===== config.mk =====
export PLATFORM = sky130hd
export DESIGN_NAME = kfps2kb_xt_queue
export DESIGN_NICKNAME = d
export VERILOG_FILES = /design/src/rtl/kfps2kb_pkg.sv /design/src/rtl/kfps2kb_sync_fifo.sv /design/src/rtl/kfps2kb_xt_queue.sv
export SDC_FILE = /design/constraint.sdc
export NUM_CORES = 1
export LEC_CHECK = 0
export ABC_AREA = 1
export CAP_MARGIN = 25
export CELL_PAD_IN_SITES_DETAIL_PLACEMENT = 1
export CELL_PAD_IN_SITES_GLOBAL_PLACEMENT = 1
export CORE_MARGIN = 5
export CORE_UTILIZATION = 40
export CTS_BUF_LIST = sky130_fd_sc_hd__clkbuf_4 sky130_fd_sc_hd__clkbuf_8 sky130_fd_sc_hd__clkbuf_16
export CTS_CLUSTER_DIAMETER = 150
export DETAILED_ROUTE_END_ITERATION = 6
export PLACE_DENSITY = 0.77
export SETUP_SLACK_MARGIN = 0.02
export SLEW_MARGIN = 20
export SYNTH_ARGS = -nofsm -noshare
export SYNTH_HDL_FRONTEND = slang
export SYNTH_SLANG_ARGS = --single-unit
export TNS_END_PERCENT = 10

===== constraint.sdc =====
create_clock -name clock -period 6.3 [get_ports clock]
set_input_delay 1.26 -clock clock [delete_from_list [all_inputs] [get_ports clock]]
set_output_delay 1.26 -clock clock [all_outputs]
set_load 0.02 [all_outputs]

===== src/rtl/kfps2kb_pkg.sv =====
// Shared types, protocol constants and the set-2 to set-1 translation for the
// PS/2-to-XT keyboard queue.
package kfps2kb_pkg;

  typedef enum logic [2:0] {
    DEC_IDLE,
    DEC_BRK,
    DEC_EXT,
    DEC_EXT_BRK,
    DEC_E1_SKIP
  } dec_state_t;

  localparam logic [7:0] PS2_BREAK       = 8'hF0;
  localparam logic [7:0] PS2_EXT0        = 8'hE0;
  localparam logic [7:0] PS2_EXT1        = 8'hE1;
  localparam logic [7:0] PS2_ACK         = 8'hFA;
  localparam logic [7:0] PS2_ECHO        = 8'hEE;
  localparam logic [7:0] PS2_FAKE_LSHIFT = 8'h12;
  localparam logic [7:0] PS2_FAKE_RSHIFT = 8'h59;
  localparam logic [7:0] XT_ERROR        = 8'hFF;
  localparam logic [7:0] XT_BREAK_BIT    = 8'h80;

  // Number of set-2 bytes that follow E1 in the pause make sequence.
  localparam logic [2:0]  E1_SKIP_LEN  = 3'd7;
  localparam logic [47:0] XT_PAUSE_SEQ = 48'hE1_1D_45_E1_9D_C5;

  // Set-2 make code to set-1 make code; unknown low codes map to 00.
  function automatic logic [7:0] set2_to_set1(input logic [7:0] code);
    logic [7:0] r;
    r = 8'h00;
    if (code > 8'h8F) begin
      r = code;
    end else begin
      case (code)
        8'h00: r = 8'hFF;  8'h01: r = 8'h43;  8'h03: r = 8'h3F;  8'h04: r = 8'h3D;
        8'h05: r = 8'h3B;  8'h06: r = 8'h3C;  8'h07: r = 8'h58;  8'h09: r = 8'h44;
        8'h0A: r = 8'h42;  8'h0B: r = 8'h40;  8'h0C: r = 8'h3E;  8'h0D: r = 8'h0F;
        8'h0E: r = 8'h29;  8'h11: r = 8'h38;  8'h12: r = 8'h2A;  8'h14: r = 8'h1D;
        8'h15: r = 8'h10;  8'h16: r = 8'h02;  8'h1A: r = 8'h2C;  8'h1B: r = 8'h1F;
        8'h1C: r = 8'h1E;  8'h1D: r = 8'h11;  8'h1E: r = 8'h03;  8'h21: r = 8'h2E;
        8'h22: r = 8'h2D;  8'h23: r = 8'h20;  8'h24: r = 8'h12;  8'h25: r = 8'h05;
        8'h26: r = 8'h04;  8'h29: r = 8'h39;  8'h2A: r = 8'h2F;  8'h2B: r = 8'h21;
        8'h2C: r = 8'h14;  8'h2D: r = 8'h13;  8'h2E: r = 8'h06;  8'h31: r = 8'h31;
        8'h32: r = 8'h30;  8'h33: r = 8'h23;  8'h34: r = 8'h22;  8'h35: r = 8'h15;
        8'h36: r = 8'h07;  8'h3A: r = 8'h32;  8'h3B: r = 8'h24;  8'h3C: r = 8'h16;
        8'h3D: r = 8'h08;  8'h3E: r = 8'h09;  8'h41: r = 8'h33;  8'h42: r = 8'h25;
        8'h43: r = 8'h17;  8'h44: r = 8'h18;  8'h45: r = 8'h0B;  8'h46: r = 8'h0A;
        8'h49: r = 8'h34;  8'h4A: r = 8'h35;  8'h4B: r = 8'h26;  8'h4C: r = 8'h27;
        8'h4D: r = 8'h19;  8'h4E: r = 8'h0C;  8'h52: r = 8'h28;  8'h54: r = 8'h1A;
        8'h55: r = 8'h0D;  8'h58: r = 8'h3A;  8'h59: r = 8'h36;  8'h5A: r = 8'h1C;
        8'h5B: r = 8'h1B;  8'h5D: r = 8'h2B;  8'h66: r = 8'h0E;  8'h69: r = 8'h4F;
        8'h6B: r = 8'h4B;  8'h6C: r = 8'h47;  8'h70: r = 8'h52;  8'h71: r = 8'h53;
        8'h72: r = 8'h50;  8'h73: r = 8'h4C;  8'h74: r = 8'h4D;  8'h75: r = 8'h48;
        8'h76: r = 8'h01;  8'h77: r = 8'h45;  8'h78: r = 8'h57;  8'h79: r = 8'h4E;
        8'h7A: r = 8'h51;  8'h7B: r = 8'h4A;  8'h7C: r = 8'h37;  8'h7D: r = 8'h49;
        8'h7E: r = 8'h46;  8'h83: r = 8'h41;
        default: r = 8'h00;
      endcase
    end
    return r;
  endfunction

endpackage


===== src/rtl/kfps2kb_sync_fifo.sv =====
// Synchronous FIFO with occupancy count.
//   clock, reset_n     : clock, synchronous active-low reset
//   push, push_data    : write request (accepted when not full, or when popping)
//   pop, head          : read request and current head entry
//   count, full, empty : occupancy status (registered)
module kfps2kb_sync_fifo #(
  parameter int unsigned DEPTH = 16,
  parameter int unsigned WIDTH = 8
) (
  input  logic                     clock,
  input  logic                     reset_n,
  input  logic                     push,
  input  logic [WIDTH-1:0]         push_data,
  input  logic                     pop,
  output logic [WIDTH-1:0]         head,
  output logic [$clog2(DEPTH):0]   count,
  output logic                     full,
  output logic                     empty
);

  localparam int unsigned AW = $clog2(DEPTH);
  localparam int unsigned CW = AW + 1;

  logic [WIDTH-1:0] mem [DEPTH];
  logic [AW-1:0]    wr_ptr;
  logic [AW-1:0]    rd_ptr;
  logic [CW-1:0]    count_q;
  logic             wr_en;
  logic             rd_en;

  assign full  = (count_q == CW'(DEPTH));
  assign empty = (count_q == '0);
  assign wr_en = push && (!full || pop);
  assign rd_en = pop && !empty;
  assign head  = mem[rd_ptr];
  assign count = count_q;

  // Pointers wrap naturally since DEPTH is a power of two.
  always_ff @(posedge clock) begin
    if (!reset_n) begin
      wr_ptr  <= '0;
      rd_ptr  <= '0;
      count_q <= '0;
    end else begin
      if (wr_en) wr_ptr <= wr_ptr + AW'(1);
      if (rd_en) rd_ptr <= rd_ptr + AW'(1);
      case ({wr_en, rd_en})
        2'b10:   count_q <= count_q + CW'(1);
        2'b01:   count_q <= count_q - CW'(1);
        default: count_q <= count_q;
      endcase
    end
  end

  // Storage
  always_ff @(posedge clock) begin
    if (wr_en) mem[wr_ptr] <= push_data;
  end

endmodule


===== src/rtl/kfps2kb_xt_queue.sv =====
// PS/2 set-2 byte decoder, XT set-1 translator and queued irq/clear presenter.
//   clock, reset_n          : clock, synchronous active-low reset
//   rx_valid/rx_data        : received PS/2 byte strobe and data
//   rx_error                : receive error strobe
//   clear_keycode           : pop of the presented byte
//   irq, keycode            : presented XT byte (keycode 00 while irq low)
//   pause_core              : core-pause request toggled by the pause key release
//   overrun                 : one-cycle pulse when a byte is lost
//   fifo_count              : queue occupancy
module kfps2kb_xt_queue
  import kfps2kb_pkg::*;
#(
  parameter int unsigned FIFO_DEPTH   = 16,
  parameter int unsigned IRQ_GAP      = 16,
  parameter bit          PAUSE_ENABLE = 1'b1,
  parameter logic [7:0]  PAUSE_KEY    = 8'h78
) (
  input  logic                          clock,
  input  logic                          reset_n,
  input  logic                          rx_valid,
  input  logic [7:0]                    rx_data,
  input  logic                          rx_error,
  input  logic                          clear_keycode,
  output logic                          irq,
  output logic [7:0]                    keycode,
  output logic                          pause_core,
  output logic                          overrun,
  output logic [$clog2(FIFO_DEPTH):0]   fifo_count
);

  localparam int unsigned CW = $clog2(FIFO_DEPTH) + 1;
  localparam int unsigned GW = (IRQ_GAP < 1) ? 1 : $clog2(IRQ_GAP + 1);

  dec_state_t  state_q, state_d;
  logic [2:0]  skip_q, skip_d;
  logic [47:0] ebuf_q, ebuf_d;
  logic [2:0]  elen_q, elen_d;
  logic        pause_q, pause_d;
  logic        overrun_q, overrun_d;
  logic [47:0] new_buf;
  logic [2:0]  new_len;

  logic          irq_q;
  logic [7:0]    keycode_q;
  logic [GW-1:0] gap_q;

  logic [7:0]    t_code;
  logic          is_fake;
  logic          busy;
  logic          fifo_push_c;
  logic [7:0]    fifo_data_c;
  logic          fifo_pop_c;
  logic          fifo_full;
  logic          fifo_empty;
  logic [7:0]    fifo_head;
  logic [CW-1:0] fifo_cnt;

  assign t_code      = set2_to_set1(rx_data);
  assign is_fake     = (rx_data == PS2_FAKE_LSHIFT) || (rx_data == PS2_FAKE_RSHIFT);
  assign busy        = (elen_q != 3'd0);
  assign fifo_push_c = busy;
  assign fifo_pop_c  = irq_q && clear_keycode;
  // The entry that fills the last slot is replaced by the overflow code.
  assign fifo_data_c = (fifo_pop_c ? fifo_full : (fifo_cnt == CW'(FIFO_DEPTH - 1)))
                       ? XT_ERROR : ebuf_q[47:40];

  // Decoder next state and emitter load/drain
  always_comb begin
    state_d   = state_q;
    skip_d    = skip_q;
    ebuf_d    = ebuf_q;
    elen_d    = elen_q;
    pause_d   = pause_q;
    overrun_d = 1'b0;
    new_buf   = '0;
    new_len   = 3'd0;

    if (busy) begin
      ebuf_d = {ebuf_q[39:0], 8'h00};
      elen_d = elen_q - 3'd1;
    end
    if (fifo_push_c && fifo_full && !fifo_pop_c) overrun_d = 1'b1;

    if (rx_error) begin
      state_d = DEC_IDLE;
      if (busy) begin
        overrun_d = 1'b1;
      end else begin
        new_buf = {XT_ERROR, 40'h0};
        new_len = 3'd1;
      end
    end else if (rx_valid) begin
      if (busy) begin
        overrun_d = 1'b1;
      end else begin
        case (state_q)
          DEC_IDLE: begin
            if (rx_data == PS2_BREAK) begin
              state_d = DEC_BRK;
            end else if (rx_data == PS2_EXT0) begin
              state_d = DEC_EXT;
            end else if (rx_data == PS2_EXT1) begin
              state_d = DEC_E1_SKIP;
              skip_d  = E1_SKIP_LEN;
            end else if (rx_data != PS2_ACK && rx_data != PS2_ECHO && rx_data != PAUSE_KEY) begin
              new_buf = {t_code, 40'h0};
              new_len = 3'd1;
            end
          end
          DEC_BRK: begin
            state_d = DEC_IDLE;
            if (rx_data == PAUSE_KEY) begin
              if (PAUSE_ENABLE) pause_d = !pause_q;
            end else begin
              new_buf = {t_code | XT_BREAK_BIT, 40'h0};
              new_len = 3'd1;
            end
          end
          DEC_EXT: begin
            if (rx_data == PS2_BREAK) begin
              state_d = DEC_EXT_BRK;
            end else begin
              state_d = DEC_IDLE;
              if (!is_fake) begin
                new_buf = {PS2_EXT0, t_code, 32'h0};
                new_len = 3'd2;
              end
            end
          end
          DEC_EXT_BRK: begin
            state_d = DEC_IDLE;
            if (!is_fake) begin
              new_buf = {PS2_EXT0, t_code | XT_BREAK_BIT, 32'h0};
              new_len = 3'd2;
            end
          end
          DEC_E1_SKIP: begin
            skip_d = skip_q - 3'd1;
            if (skip_q == 3'd1) begin
              state_d = DEC_IDLE;
              new_buf = XT_PAUSE_SEQ;
              new_len = 3'd6;
            end
          end
          default: state_d = DEC_IDLE;
        endcase
      end
    end

    // While paused, decoding continues but nothing is queued.
    if (new_len != 3'd0 && !pause_q) begin
      ebuf_d = new_buf;
      elen_d = new_len;
    end
  end

  // Decoder/emitter registers
  always_ff @(posedge clock) begin
    if (!reset_n) begin
      state_q   <= DEC_IDLE;
      skip_q    <= 3'd0;
      ebuf_q    <= '0;
      elen_q    <= 3'd0;
      pause_q   <= 1'b0;
      overrun_q <= 1'b0;
    end else begin
      state_q   <= state_d;
      skip_q    <= skip_d;
      ebuf_q    <= ebuf_d;
      elen_q    <= elen_d;
      pause_q   <= pause_d;
      overrun_q <= overrun_d;
    end
  end

  // Presentation handshake with enforced irq-low gap after each pop
  always_ff @(posedge clock) begin
    if (!reset_n) begin
      irq_q     <= 1'b0;
      keycode_q <= 8'h00;
      gap_q     <= '0;
    end else if (fifo_pop_c) begin
      irq_q     <= 1'b0;
      keycode_q <= 8'h00;
      gap_q     <= GW'(IRQ_GAP);
    end else if (!irq_q) begin
      if (gap_q != '0) begin
        gap_q <= gap_q - GW'(1);
      end else if (!fifo_empty) begin
        irq_q     <= 1'b1;
        keycode_q <= fifo_head;
      end
    end
  end

  kfps2kb_sync_fifo #(
    .DEPTH (FIFO_DEPTH),
    .WIDTH (8)
  ) u_fifo (
    .clock     (clock),
    .reset_n   (reset_n),
    .push      (fifo_push_c),
    .push_data (fifo_data_c),
    .pop       (fifo_pop_c),
    .head      (fifo_head),
    .count     (fifo_cnt),
    .full      (fifo_full),
    .empty     (fifo_empty)
  );

  assign irq        = irq_q;
  assign keycode    = keycode_q;
  assign pause_core = pause_q;
  assign overrun    = overrun_q;
  assign fifo_count = fifo_cnt;

endmodule


### Word level (Yosys, flattened, before mapping)

Memories as Yosys holds them, arrays and structs flattened. A register that Yosys moved wholly into a read port is not among the register bits.
Cells that the tools add are included.

* register bits after elaboration: 78
* memory bits (writable): 128
* ROM bits: 2048
* input port bits: 13
* output and inout bits: 16
* memories kept: 2

Memory list
* (name not given): depth 256, width 8, read ports 1, clocked after Yosys merged registers in 0, wr ports 0, line kfps2kb_pkg.sv:34 `case (code)`
* u_fifo.mem: depth 16, width 8, read ports 1, clocked after Yosys merged registers in 1, wr ports 1, line kfps2kb_sync_fifo.sv:24 `logic [WIDTH-1:0] mem [DEPTH];`

* add/subtract/negate cells: 7
* order comparisons: 1
* equality and inequality tests: 24
* multiplexer cells: 57
* bitwise operators: 6
* reductions and logical operators: 31

Operator list (count)
* 48-bit two-way mux: 15
* 48-bit one-hot mux with 5 select lines: 1
* 3-bit two-way mux: 13
* 8-bit == test, second input constant: 3
* 8-bit by 7-bit == test with 1-bit output, second input constant: 2
* 1-bit two-way mux: 16
* 8-bit two-way mux: 2
* 8-bit inequality test, second input constant: 2
* 5-bit two-way mux: 3
* 3-bit one-hot mux with 5 select lines: 1
* 5-bit one-hot mux with 2 select lines: 1
* 5-bit by 1-bit subtractor with 5-bit output, second input constant: 2
* 3-bit one-hot mux with 3 select lines: 1
* 4-bit by 1-bit adder with 4-bit output, second input constant: 2
* 8-bit by 5-bit == test with 1-bit output, second input constant: 1
* 8-bit > comparator, second input constant: 1
* 1-bit logical AND: 8
* 2-bit inequality test, second input constant: 4
* 8-bit by 7-bit inequality test with 1-bit output, second input constant: 1
* 2-bit nonzero test: 4
* 7-bit AND reduction: 1
* 3-bit by 1-bit == test with 1-bit output, second input constant: 2
* 3-bit by 2-bit == test with 1-bit output, second input constant: 2
* 2-bit two-way mux: 3
* other kinds (22): 35

### Longest topological paths before layout

* word-level depth: 14
* depth in mapped cells: 17

### Hierarchy

From an unflattened synthesis, not the netlist that was laid out.

* cell total of the unflattened synthesis: 1232
* area total of the unflattened synthesis: 10156.0 um^2

Modules (own cells, without submodules)
* kfps2kb_sync_fifo: times used 1, cells an instance 547, area an instance 6249.7 um^2, sequential area each 4184.0 um^2
* kfps2kb_xt_queue: times used 1, cells an instance 685, area an instance 3906.2 um^2, sequential area each 1041.0 um^2

### Least setup slack after synthesis

No wires, ideal clock.

* kind: input-to-reg
* start point: input port clear_keycode
* end point: register u_fifo.count_q[4], in the netlist u_fifo.count[4]
* setup time: 0.132 ns
* arrival: 2.838 ns
* setup slack: 3.330 ns
* stages on the path: 15
* path buffers: 0
* cell sequence: nand2_1 > inv_1 > nor2_1 > inv_1 > nand2_1 > ha_1 > ha_1 > nand2_1 > nor2_1 > a211oi_1 > nand2_1 > nand2_1 > nor2_1 > o21ai_0 > a21oi_1

* cells in the longest elaborated chain, start to end: 5
* elaborated cells on any way between the ends: 8

RTL lines
* start: declaration: line kfps2kb_xt_queue.sv:23 `input logic clear_keycode,`
* 1-bit logical AND *: line kfps2kb_xt_queue.sv:62 `assign fifo_pop_c = irq_q && clear_keycode;`
* 1-bit logical OR: line kfps2kb_sync_fifo.sv:33 `assign wr_en = push && (!full || pop);`
* 1-bit logical AND: line kfps2kb_sync_fifo.sv:33
* 2-bit by 1-bit == test with 1-bit output or 2-bit == test (tied branches): line kfps2kb_sync_fifo.sv:47 `case ({wr_en, rd_en})`
* 5-bit one-hot mux with 2 select lines or 2-bit nonzero test (tied branches)
* end signal: assignment: line kfps2kb_sync_fifo.sv:48 `2'b10: count_q <= count_q + CW'(1);`
* end signal: assignment: line kfps2kb_sync_fifo.sv:49 `2'b01: count_q <= count_q - CW'(1);`
* end signal: assignment: line kfps2kb_sync_fifo.sv:50 `default: count_q <= count_q;`
* end: declaration: line kfps2kb_sync_fifo.sv:27 `logic [CW-1:0] count_q;`

Every way passes the cells marked *; elsewhere a longest branch is shown, timed or not.
A chain may end at the register's enable or synchronous reset.

### Worst setup path after layout

* start point: input port rx_data[2]
* end point: register ebuf_q[30]

* cells in the longest elaborated chain, start to end: 14
* elaborated cells on any way between the ends: 35

RTL lines
* start: declaration: line kfps2kb_xt_queue.sv:21 `input logic [7:0] rx_data,`
* 8-bit inequality test: line kfps2kb_xt_queue.sv:105 `end else if (rx_data != PS2_ACK && rx_data != PS2_ECHO && rx_data != PAUSE_KEY) begin`
* 1-bit logical AND (2 in a row): line kfps2kb_xt_queue.sv:105
* 1-bit two-way mux: line kfps2kb_xt_queue.sv:105
* 1-bit two-way mux: line kfps2kb_xt_queue.sv:102 `end else if (rx_data == PS2_EXT1) begin`
* 1-bit two-way mux: line kfps2kb_xt_queue.sv:100 `end else if (rx_data == PS2_EXT0) begin`
* 1-bit two-way mux: line kfps2kb_xt_queue.sv:98 `if (rx_data == PS2_BREAK) begin`
* 3-bit one-hot mux with 5 select lines: line kfps2kb_xt_queue.sv:96 `case (state_q)`
* 3-bit two-way mux: line kfps2kb_xt_queue.sv:93 `if (busy) begin`
* 3-bit two-way mux: line kfps2kb_xt_queue.sv:92 `end else if (rx_valid) begin`
* 3-bit two-way mux: line kfps2kb_xt_queue.sv:84 `if (rx_error) begin`
* 3-bit nonzero test: line kfps2kb_xt_queue.sv:151 `if (new_len != 3'd0 && !pause_q) begin`
* 1-bit logical AND: line kfps2kb_xt_queue.sv:151
* 48-bit two-way mux or 2-bit nonzero test (tied branches)
* end signal: assignment: line kfps2kb_xt_queue.sv:169 `ebuf_q <= ebuf_d;`
* end: declaration: line kfps2kb_xt_queue.sv:36 `logic [47:0] ebuf_q, ebuf_d;`

Parallel ways exist; a longest one is shown, timed or not.

==> results.md <==
- Fin area: 10,760 sq um
- Core Box Area: 23,540 sq um
- Port-buffer cells: 28
- Post-DP Area: 10,120 sq um
- HPWL Detailed: 18,710 microns
- Vias per inst: 5.589
- Finished Layout Cells: 1,414
- Power share of the clock group: 27.1%
- Critical path class: in2reg
- Worst-Margin Slew: 0.8972 ns
- Final WL: 27,860 microns
- Num CTS Buffers: 17
- Final period utilization: 66.06%
- Hold path depth: 1
- Post-CTS Hold Fix Bufs: 0
- Critical R2R Launch: elen_q[0]
- Placed Cells: 1,382
- Leading area contributor after synthesis: edfxtp_1
- Worst setup EP type: flip-flop
- Status: completed
- Fin Hold WS: 0.4704 ns
- Final Hold Fails: 0
- Register share of total power: roughly two fifths
- Initial antenna violation count: 0
- Setup tns final: 0 ns
- Relative slew margins: approximately 40%
- Post-synth EDFFs: ~130
- Worst setup SP type: input pin
- Sw Share: 38.12%
- Share of layout cells above drive strength 1: 6.393%
- Mapped Cells: 1,075
- Post-layout nets: 1,119
- Ys async rst share: 0%
- DRT iter0 DRCs: 661
- Peak supply drop: 0.0002036 V
- Critical Path RT: 6.64 ns
- DR pass1 iterations: 5
- Ys Warns: 0
- Routed WL per cell: 19.70 microns
- Row cnt: 56
- First-pass GRT wire length: 44,660 microns
- # setup viols final: 0
- Die width: approximately 160 microns
- Post-synth top area share: 40.09%
- GP Congestion: 0.9413
- Mapped Avg Cell Area: 8.918 sq um
- Largest net degree at the start of global routing: 67
- Antenna cell count: 0
- CTS resizes: 0
- Total power: 4313 uW
- Yosys reg bits: 193
- Final ANT Viol Nets: 0
- P_leak: slightly above 0.004 uW
- Cells on worst reg2reg path: 15
- RSZ-0062 raised after global routing: false
- Root buffer cell: clkbuf_16
- Vias in the first global route: ~8k
- Sw Pwr: about 1600 uW
- Unique masters post-synth: 45
- CTS tree: done
- Clock Latency Late Sink: 0.44 ns
- Global route overflow: 0
- Fmax: 240.3 MHz
- Syn nets: about 1.1k
- Clock Sinks: 193
- Area Overhead vs Synth: 12.28%
- Comb pwr share: 31.9%
- # DRC: 0
- Cell Pwr Density: 400.7 nW/um^2
- CTS clk-pin slew, worst paths: 0.08 ns
- Top post-synthesis cells by area: edfxtp_1, dfxtp_1, nand2_1
- Sequential-to-total area share from yosys stat: 53.67%
- I/O pin total: 29
- Hold Startpoint: skip_q[0]
- Max_cap viols: 0
- CP Launch Point: rx_data[2]
- Clock Skew: 0.008988 ns
- Max FO, Critical Path: 27
- Total GRT Usage: 21.14%
- Mapped Area: between 9000 and 10,000 sq um
- Full die area: 27,160 sq um
- Setup Buffers After CTS: 0
- H-tree Lvls: 4
- Internal Power: 2669 uW
- Final worst path period need: ~4.2 ns
- Critical Path AT: 4.50 ns
- Vias post-DR: 7,903
- Hold Path Class: reg2reg
- Top_reg_cell synth: edfxtp_1
- Clock Path Buffers: 2
- Chip Height: about 160 microns
- Fin. max-slew vios: 0
- Initial core utilization: 40.72%
## power by group through the flow
| stage | clock [uW] | combinational, uW | sequential [uW] |
|---|---|---|---|
| final | 1170 | 1380 | 1770 |
| after detailed placement | 0 | 1350 | 1790 |
| after global placement | 0 | 1300 | 1790 |
| after global routing | 1230 | 1540 | 1790 |
| after CTS | 1170 | 1380 | 1770 |
| after floorplan | 0 | 908 | 1790 |
## flip-flops by register name, indices dropped and copies added (netlist names), 3 cells and up
name           cells
u_fifo.count       5
u_fifo.rd_ptr      4
ebuf_q            27
gap_q              5
elen_q             3
state_q            3
u_fifo.mem       128
keycode            8
u_fifo.wr_ptr      4
skip_q             3
## Yosys cell counts, types with 2 or more instances
cell type / count
nand2_1: 221
clkinv_1: 3
o211ai_1: 16
inv_2: 4
o21ai_1: 7
buf_1: 7
dfxtp_1: 65
clkbuf_1: 28
a21oi_1: 56
nor2_2: 7
nand2_2: 9
xnor2_1: 3
a31oi_1: 11
o32ai_1: 9
mux2i_1: 23
ha_1: 23
nor3_1: 6
edfxtp_1: 128
a221oi_1: 2
nand4_1: 8
inv_1: 99
nand3_1: 50
buf_2: 7
nor2_1: 124
o22ai_1: 4
o31ai_1: 5
o21ai_0: 98
a21oi_2: 2
nor4_1: 3
o221ai_1: 23
a211oi_1: 6
or2_2: 2
buf_4: 2
xor2_1: 2
buf_6: 2
## worst max-delay path, cell delays in order
cell and delay, ns:
clkdlybuf4s50_1 0.87, inv_2 0.43, nand2_1 0.10, nor2_2 0.15, nand2_1 0.13, nand2_1 0.08
nand2_1 0.09, nand2_2 0.09, nand2_2 0.06, nand2_2 0.08, nand3_2 0.09, nand2_2 0.32
nand2_2 0.26, inv_2 0.24, nor2_1 0.10, nand2_1 0.10, nand2_1 0.04
## worst paths after layout
| check | end | slack [ns] |
|---|---|---|
| max | ebuf_q[30] | 2.14 |
| min | skip_q[0] | 0.47 |
| max reg2reg | u_fifo.count[4] | 3.02 |
| min reg2reg | skip_q[0] | 0.47 |
## per-stage QoR
stage                     setup slack [ns]  utilization, %
final                                2.138           45.72
after global placement               1.868           42.88
after CTS                            2.206           45.72
after floorplan                      3.330               -
after detailed placement             1.765           43.00
after global routing                 1.836           45.72
## cell families (layout without fill, tap and decap cells)
| logic type | Yosys count | after routing | synth area share (%) |
|---|---|---|---|
| XOR/XNOR | 5 | 5 | 0.4569 |
| multiplexers | 23 | 23 | 2.401 |
| adder cells (fa/ha/maj) | 24 | 24 | 3.211 |
| AND/OR/NAND/NOR | 435 | 435 | 18.81 |
| flip-flops | 193 | 193 | 53.67 |
| AO/OA/AOI/OAI | 241 | 241 | 14.97 |
| buffers and inverters | 154 | 174 | 6.486 |
## area by class of cell
cell class	count	area (sq um)
fill	2767	12780
clock buffer	17	425.4
multi-input combinational	728	3820
tap	319	399.1
clock inverter	15	216.5
sequential	193	5147
timing repair buffer	35	352.8
inverter	107	402.9
## layer usage
metal / global-route usage (%) / wire length, microns
met5: 0 / 0
met4: 6.011 / 454
met3: 2.795 / 1458
met2: 35.63 / 13490
met1: 28.61 / 12450
## cells in the final DEF, fill, tap and decap left out, types with 3 or more instances in the layout
master           instances
ha_1                    23
inv_2                    4
a211oi_1                 6
nand2_2                  9
o31ai_1                  5
inv_1                   99
o32ai_1                  9
nor3_1                   6
clkbuf_16               17
nand4_1                  8
o211ai_1                16
o22ai_1                  4
nor2_1                 124
nor4_1                   3
mux2i_1                 23
a31oi_1                 11
clkinv_1                 3
o21ai_1                  7
nand2_1                221
clkinv_8                 4
nand3_1                 50
dfxtp_1                 63
buf_4                    6
o21ai_0                 98
nor2_2                   7
o221ai_1                23
edfxtp_1               128
clkdlybuf4s50_1         28
inv_6                    4
xnor2_1                  3
a21oi_1                 56
No activity file was read; power rests on OpenSTA's default activity.
